**config.mk**
```make
export PLATFORM = sky130hd
export DESIGN_NAME = mips_boot_memory
export DESIGN_NICKNAME = d
export VERILOG_FILES = /design/src/rtl/mips_boot_memory.sv
export SDC_FILE = /design/constraint.sdc
export NUM_CORES = 2
export LEC_CHECK = 0
export BUFFER_PORTS_ARGS = -buffer_cell sky130_fd_sc_hd__buf_2
export CAP_MARGIN = 20
export CORE_UTILIZATION = 41
export CTS_CLUSTER_DIAMETER = 50
export DETAILED_ROUTE_END_ITERATION = 16
export GPL_TIMING_DRIVEN = 0
export PLACE_DENSITY = 0.67
export SYNTH_ARGS = -nofsm -noshare
export SYNTH_HDL_FRONTEND = slang
export SYNTH_SLANG_ARGS = --single-unit
```
**constraint.sdc**
```tcl
create_clock -name clk -period 5.4 [get_ports clk]
set_clock_uncertainty 0.15 [all_clocks]
set_input_delay 1.08 -clock clk [delete_from_list [all_inputs] [get_ports clk]]
set_output_delay 1.08 -clock clk [all_outputs]
set_load 0.05 [all_outputs]
```
**src/rtl/mips_boot_memory.sv**
```systemverilog
`default_nettype none
// ============================================================================
// Module      : mips_boot_memory
// Description : Unified instruction/data word RAM for mips_processor with a
//               built-in byte-stream program loader. After reset the loader
//               owns the RAM and holds the processor stalled; it packs bytes
//               big-endian into words written from word 0 upward. When the
//               last byte arrives the processor is released and the block
//               behaves as a synchronous-read, read-before-write word RAM.
// Revision    : 1.0 - initial release
// ============================================================================
module mips_boot_memory #(
    parameter int DEPTH_WORDS = 64,
    parameter int IDX_W       = $clog2(DEPTH_WORDS)
) (
    input  logic             clk,
    input  logic             reset,        // asynchronous, active-low
    // processor bus
    input  logic [31:0]      addr,
    input  logic             memread,
    input  logic             memwrite,
    input  logic [31:0]      writedata,
    output logic [31:0]      memdata,
    // byte-stream loader
    input  logic             ld_valid,
    input  logic [7:0]       ld_byte,
    input  logic             ld_last,
    output logic             ld_ready,
    output logic             cpu_hold,
    output logic [IDX_W:0]   words_loaded,
    output logic             load_err
);

    // ------------------------------------------------------------------------
    // State encoding
    // ------------------------------------------------------------------------
    localparam logic [0:0] ST_LOAD = 1'b0;
    localparam logic [0:0] ST_RUN  = 1'b1;

    // Pointer value meaning "RAM is full"; the pointer saturates here.
    localparam logic [IDX_W:0] PTR_FULL = (IDX_W+1)'(DEPTH_WORDS);

    // ------------------------------------------------------------------------
    // Storage and registers
    // ------------------------------------------------------------------------
    logic [31:0]      ram [DEPTH_WORDS];

    logic [0:0]       state;
    logic [1:0]       byte_cnt;     // position of next byte within the word
    logic [IDX_W:0]   ptr;          // next word to be written by the loader
    logic [23:0]      asm_word;     // bytes 0..2 of the word being assembled

    // ------------------------------------------------------------------------
    // Combinational decode
    // ------------------------------------------------------------------------
    logic             is_load;
    logic             accept;
    logic             word_done;
    logic             full;
    logic             ld_we;
    logic             cpu_we;
    logic             cpu_re;
    logic [IDX_W-1:0] cpu_idx;
    logic [31:0]      packed_word;
    logic             ram_we;
    logic [IDX_W-1:0] ram_waddr;
    logic [31:0]      ram_wdata;

    // Low address bits and bits above the RAM window do not select anything.
    logic             unused_addr_bits;
    assign unused_addr_bits = ^{addr[31:IDX_W+2], addr[1:0]};

    assign is_load   = (state == ST_LOAD);
    assign accept    = is_load & ld_valid;
    // A word is complete on its 4th byte, or early when the image ends.
    assign word_done = accept & ((byte_cnt == 2'd3) | ld_last);
    assign full      = (ptr == PTR_FULL);
    // Once full, completed words are dropped rather than wrapping.
    assign ld_we     = word_done & ~full;

    assign cpu_we    = ~is_load & memwrite;
    assign cpu_re    = ~is_load & memread;
    assign cpu_idx   = addr[IDX_W+1:2];

    assign ld_ready     = is_load;
    assign cpu_hold     = is_load;
    assign words_loaded = ptr;

    // Merge the incoming byte into the assembly word; the bytes below the
    // current position are zero so an early-ended word is already zero-filled.
    always_comb begin
        packed_word = 32'h0;
        case (byte_cnt)
            2'd0:    packed_word = {ld_byte, 24'h0};
            2'd1:    packed_word = {asm_word[23:16], ld_byte, 16'h0};
            2'd2:    packed_word = {asm_word[23:8], ld_byte, 8'h0};
            default: packed_word = {asm_word[23:0], ld_byte};
        endcase
    end

    // Single RAM write port, owned by the loader in LOAD and the CPU in RUN.
    always_comb begin
        ram_we    = 1'b0;
        ram_waddr = '0;
        ram_wdata = 32'h0;
        if (is_load) begin
            ram_we    = ld_we;
            ram_waddr = ptr[IDX_W-1:0];
            ram_wdata = packed_word;
        end else begin
            ram_we    = cpu_we;
            ram_waddr = cpu_idx;
            ram_wdata = writedata;
        end
    end

    // ------------------------------------------------------------------------
    // Sequential logic
    // ------------------------------------------------------------------------

    // Loader FSM: byte assembly, word pointer, overflow flag, LOAD->RUN.
    always_ff @(posedge clk or negedge reset) begin
        if (!reset) begin
            state    <= ST_LOAD;
            byte_cnt <= 2'd0;
            ptr      <= '0;
            asm_word <= 24'h0;
            load_err <= 1'b0;
        end else if (accept) begin
            if (word_done) begin
                byte_cnt <= 2'd0;
                asm_word <= 24'h0;
                if (full) begin
                    load_err <= 1'b1;
                end else begin
                    ptr <= ptr + 1'b1;
                end
            end else begin
                byte_cnt <= byte_cnt + 2'd1;
                asm_word <= packed_word[31:8];
            end
            if (ld_last) begin
                state <= ST_RUN;
            end
        end
    end

    // Registered CPU read; sees pre-write contents on a simultaneous write.
    always_ff @(posedge clk or negedge reset) begin
        if (!reset) begin
            memdata <= 32'h0;
        end else if (cpu_re) begin
            memdata <= ram[cpu_idx];
        end
    end

    // RAM array write port; contents deliberately survive reset.
    always_ff @(posedge clk) begin
        if (ram_we) begin
            ram[ram_waddr] <= ram_wdata;
        end
    end

endmodule
`default_nettype wire
```
# Yosys cells after proc, flatten, opt, wreduce, memory -nomap -nowiden
# Memory sizes are Yosys's and may differ from the RTL's. A register that Yosys moved wholly into a read port is not among the register bits.
# Cells that the tools add are included.
[totals]
romBits = 0
out_inout_bits = 42
latch_bits = 0
mem_bits_rw = 2048
memories = 1
ff_bits = 35
[classes]
reduce_logical = 5
n_eq_ne = 4
addsub = 2
div = 0
multipliers = 0
bitwise_logic = 8
n_mux = 8
magnitude_cmp = 0
n_shift = 0
[memory_table]
columns = ["memory", "depth", "word_bits", "rd", "rd_clocked_by_memory_dff", "write_ports", "line", "rtl"]
rows = [
  ["ram", 64, 32, 1, 1, 1, "46", "logic [31:0] ram [DEPTH_WORDS];"],
]
[op_table]
columns = ["op", "n"]
rows = [
  ["$pmux W32 S3", 1],
  ["$mux W32", 1],
  ["$mux W24", 1],
  ["$add A7 B1 Y7 const B", 1],
  ["$eq A7 B7 Y1 const B", 1],
  ["$mux W6", 1],
  ["$reduce_and A3 Y1", 2],
  ["$and A1 B1 Y1", 5],
  ["$eq A2 B2 Y1 const B", 2],
  ["$mux W1", 3],
  ["$add A2 B1 Y2 const B", 1],
  ["$eq A2 B1 Y1 const B", 1],
  ["$logic_not A2 Y1", 1],
  ["$mux W2", 1],
  ["$not A1 Y1", 2],
  ["$reduce_and A2 Y1", 1],
  ["$logic_not A1 Y1", 1],
  ["$or A1 B1 Y1", 1],
]

# Depth between registers and ports, before layout
[depth]
word_depth = 7
mapped_depth = 10

# Least setup slack after synthesis
# Ideal clock, no wire load.
[synth_path]
path_type = "register to register"
start = "register byte_cnt[0]"
end = "memory ram[0][24], data pin"
period_less_slack_ns = 4.569
required_time_ns = 4.548
arrival_time_ns = 3.718
slack_ns = 0.831
stages_incl_launch_ff = 6
path_buffers = 1
path_cell_list = "dfrtp_1 > ha_1 > nor2b_1 > clkbuf_1 > a22oi_1 > o21ai_0"
[synth_between]
elab_chain_cells = 3
[synth_lines]
columns = ["item", "line", "rtl"]
rows = [
  ["start, declared", "49", "logic [1:0] byte_cnt;"],
  ["start signal, assigned", "139", "byte_cnt <= byte_cnt + 2'd1;"],
  ["$eq A2 B2 Y1, or another cell as far along", "93", "case (byte_cnt)"],
  ["$pmux W32 S3 *", "93", ""],
  ["$mux W32 *", "106", "if (is_load) begin"],
  ["via ram_wdata[24]", "67", "logic [31:0] ram_wdata;"],
  ["end, declared", "46", ""],
]
# Mark *: on every way through the listed nets, which the timed path passes. The rest lies on a longest branch.

# Worst setup path after layout
[layout_path]
start = "input port addr[6]"
end = "memory ram[59][10], enable pin"
[layout_between]
elab_chain_cells = 1
[layout_lines]
columns = ["item", "line", "rtl"]
rows = [
  ["start, declared", "19", "input logic [31:0] addr,"],
  ["$mux W6", "106", ""],
]
# Every way passes these cells.

==> results by group <==
Drt
  • Drt via density: 5.90
  • Routed WL per cell: 31.0 um
  • Residual DRC: 0
  • Initial DRC Count: 5835
  • TritonRoute pass-1 iters: 5
  • DR vias: between 40000 and 50000
  • DRT antenna net count: 0
  • Post-Route WL: 219000 um

Timing
  • Final setup violation count: 0
  • Final hold viol count: 0
  • RSZ-0062 raised after global routing: no
  • Minimum clock period: 4890 ps
  • Period Utilization, post-route: 90.5%
  • Slew headroom: between 20% and 30%
  • Setup slack of the critical path after layout: between 500 and 600 ps
  • Final-report max-slew violation count: 0
  • Worst-margin pin slew: 1120 ps
  • Max Clock Freq: 205 MHz

Worst setup path
  • CP endpoint kind: flip-flop
  • Worst Path Required: approximately 5800 ps
  • Kind of critical path: in2reg
  • Setup crit start: addr[6]
  • R2R cell count: 8
  • Worst-path maximum fanout: 17
  • RR Startpoint: state
  • WP data arrival: 5270 ps
  • CP Launch Type: primary input

Finish
  • Finished Cell Area: 94600 um^2
  • Nets: 4351
  • Fill cells: 15661
  • Layout Cells excl Fill: 7075
  • Final design utilization: around half
  • Share of cells above drive strength 1: 24.4%
  • Multi-input gate area: between 15000 and 20000 um^2
  • Seq. cell area: 63200 um^2
  • Layout area overhead: 16.7%

CTS
  • Max H-tree Level: 4
  • CTS tree: yes
  • CTS Root Cell: clkbuf_16
  • Clock insertion delay at the later pin of the skew report: 830 ps
  • Clock Sinks: 2115
  • Total CTS buffers: 209
  • CTS clk-pin slew, worst paths: roughly 60 ps
  • Post-CTS setup buffers: 0
  • Post-cts sizing count: 0
  • Clock Path Buffers: 3

Floorplanning
  • Initial core utilization: 41.4%
  • DIE WIDTH: 447 um
  • Die area: 199000 um^2
  • Core Area: 196000 um^2
  • Io pins: 120
  • Site row count: 162
  • Die height: 447 um

Hold path
  • Hold Path Origin: asm_word[22]
  • Hold Path Class: reg2reg
  • Worst Hold Depth: 1

Yosys
  • Yosys warns: 0
  • Ys async rst share: 3.17%
  • Mean area per synthesized cell: 21.0 um^2
  • Synthesized area: a little over 80000 um^2
  • Synth top area share: 75.9%
  • Ys flop type: edfxtp_1
  • Area contributors post-synth: edfxtp_1, mux4_2, mux2i_1
  • Syn Inst Count: 3852
  • Post-synth top area cell: edfxtp_1
  • EDFF count, synth: 2048
  • Cell variety after synth: 44
  • Sequential share of the synthesized area: 78.0%
  • Syn Nets: 3937
  • Yosys reg bits: 2115

Global route
  • Total GRT Usage: 21.8%
  • Largest net degree at the start of global routing: 65
  • Global route total overflow: 0
  • Initial antenna violation count: 13
  • First-pass GRT wire length: 307000 um
  • Vias in the first global route: 40919

Placement
  • DPL Wire Length: 148000 um
  • DP Worst Slack: -227 ps
  • I/O Buffers: 90
  • DP Area: around 88000 um^2
  • GPL Wtd Cong: between 0.8 and 0.9
  • Placed cell count: 6678

Pwr
  • Lkg Pwr: 30.3 nW
  • Power density cells: 360 nW/um^2
  • Worst vdd ir: just over 0.3 mV

Run
  • Max Cap Viol: 0

Status
  • Status: finished, final reports clean
==> Yosys cell counts (all sizes together) (63+ instances only) <==
cell / number
a211oi: 63
a22oi: 183
buf: 116
clkbuf: 114
dfrtp: 67
edfxtp: 2048
mux2i: 289
mux4: 384
nand2: 92
nand3: 70
nor2: 78
o22ai: 64
==> metrics by stage <==
step | total power [W] | hold WS, ps | TNS (ps)
after CTS | 0.0342 | 319 | 0
after floorplan | 0.0196 | 301 | 0
after global placement | 0.0204 | 321 | -8003430
final | 0.0341 | 340 | 0
after global routing | 0.0349 | 351 | 0
after detailed placement | 0.0205 | 329 | -72630
==> cell type report <==
cell class | count | area share (%)
buffer | 230 | 1.15
timing repair buffer | 203 | 3.12
inverter | 5 | 0.0198
clock inverter | 126 | 0.931
antenna | 11 | 0.0291
clock buffer | 259 | 5.93
sequential | 2115 | 66.8
multi-input combinational | 1502 | 18.5
tap | 2624 | 3.47
==> cells in the final DEF (no fill, tap or decap), types with 17 or more instances in the layout <==
master and n:
edfxtp_1 2048, mux4_2 384, mux2i_1 289, clkbuf_16 217, a22oi_1 183, buf_2 165, clkbuf_1 154, nand2_1 92
buf_12 76, nand3_1 70, dfrtp_1 67, nor2_4 65, o22ai_1 64, a211oi_1 63, clkinv_1 52, clkinv_2 41
nor2b_1 39, or3_1 34, buf_16 34, a21oi_1 32, nand4_1 32, a221o_1 32, buf_1 18, o21ai_4 17
==> what timing repair did <==
action | CTS | global route
hold endpoints to repair | 3 | 0
setup endpoints to repair | 0 | 0
hold buffers | 1 | 0
==> where the power goes <==
group	switching (W)	total (W)	internal [W]
Clock	0.00615	0.0139	0.00774
Sequential	0.000109	0.0182	0.0181
Combinational	0.00138	0.00201	0.000633
Total	0.00764	0.0341	0.0264
==> registers in the layout, summed over array words and instances (netlist names) <==
signal        count
asm_word         24
state             1
memdata          32
words_loaded      7
byte_cnt          2
load_err          1
ram            2048
==> final timing paths <==
path	endpoint	slack, ps
worst max-delay path	ram[59][10]	510
worst min-delay path	asm_word[22]	340
worst max register to register	ram[2][8]	920
worst min register to register	asm_word[22]	340
max in group asynchronous	asm_word[20]	3990
min in group asynchronous	memdata[4]	520
==> worst max-delay path, cell delays in order <==
cell	delay, ps
buf_2	150
buf_4	280
buf_2	400
clkbuf_1	670
buf_1	680
nand3_1	140
o21ai_0	160
nand2_1	600
nor2_4	830
buf_16	240
==> cell families after synthesis <==
logic type,Yosys count,share of synthesized area (%)
flops,2115,78.0
compound gates,445,3.95
buf+inv,235,1.37
xor+xnor,6,0.0649
simple gates,367,2.23
fa+ha+maj,7,0.108
mux,677,14.3
==> routing by layer <==
| metal | wire (um) | vias up | global-route usage [%] |
|---|---|---|---|
| met3 | 17800 | 377 | 3.59 |
| met1 | 83200 | 22200 | 29.1 |
| li1 | - | 17045 | - |
| met5 | 13 | - | 0 |
| met2 | 108000 | 2136 | 35.6 |
| met4 | 10300 | 2 | 9.34 |
Note: power is estimated with default switching activity, not from simulation.
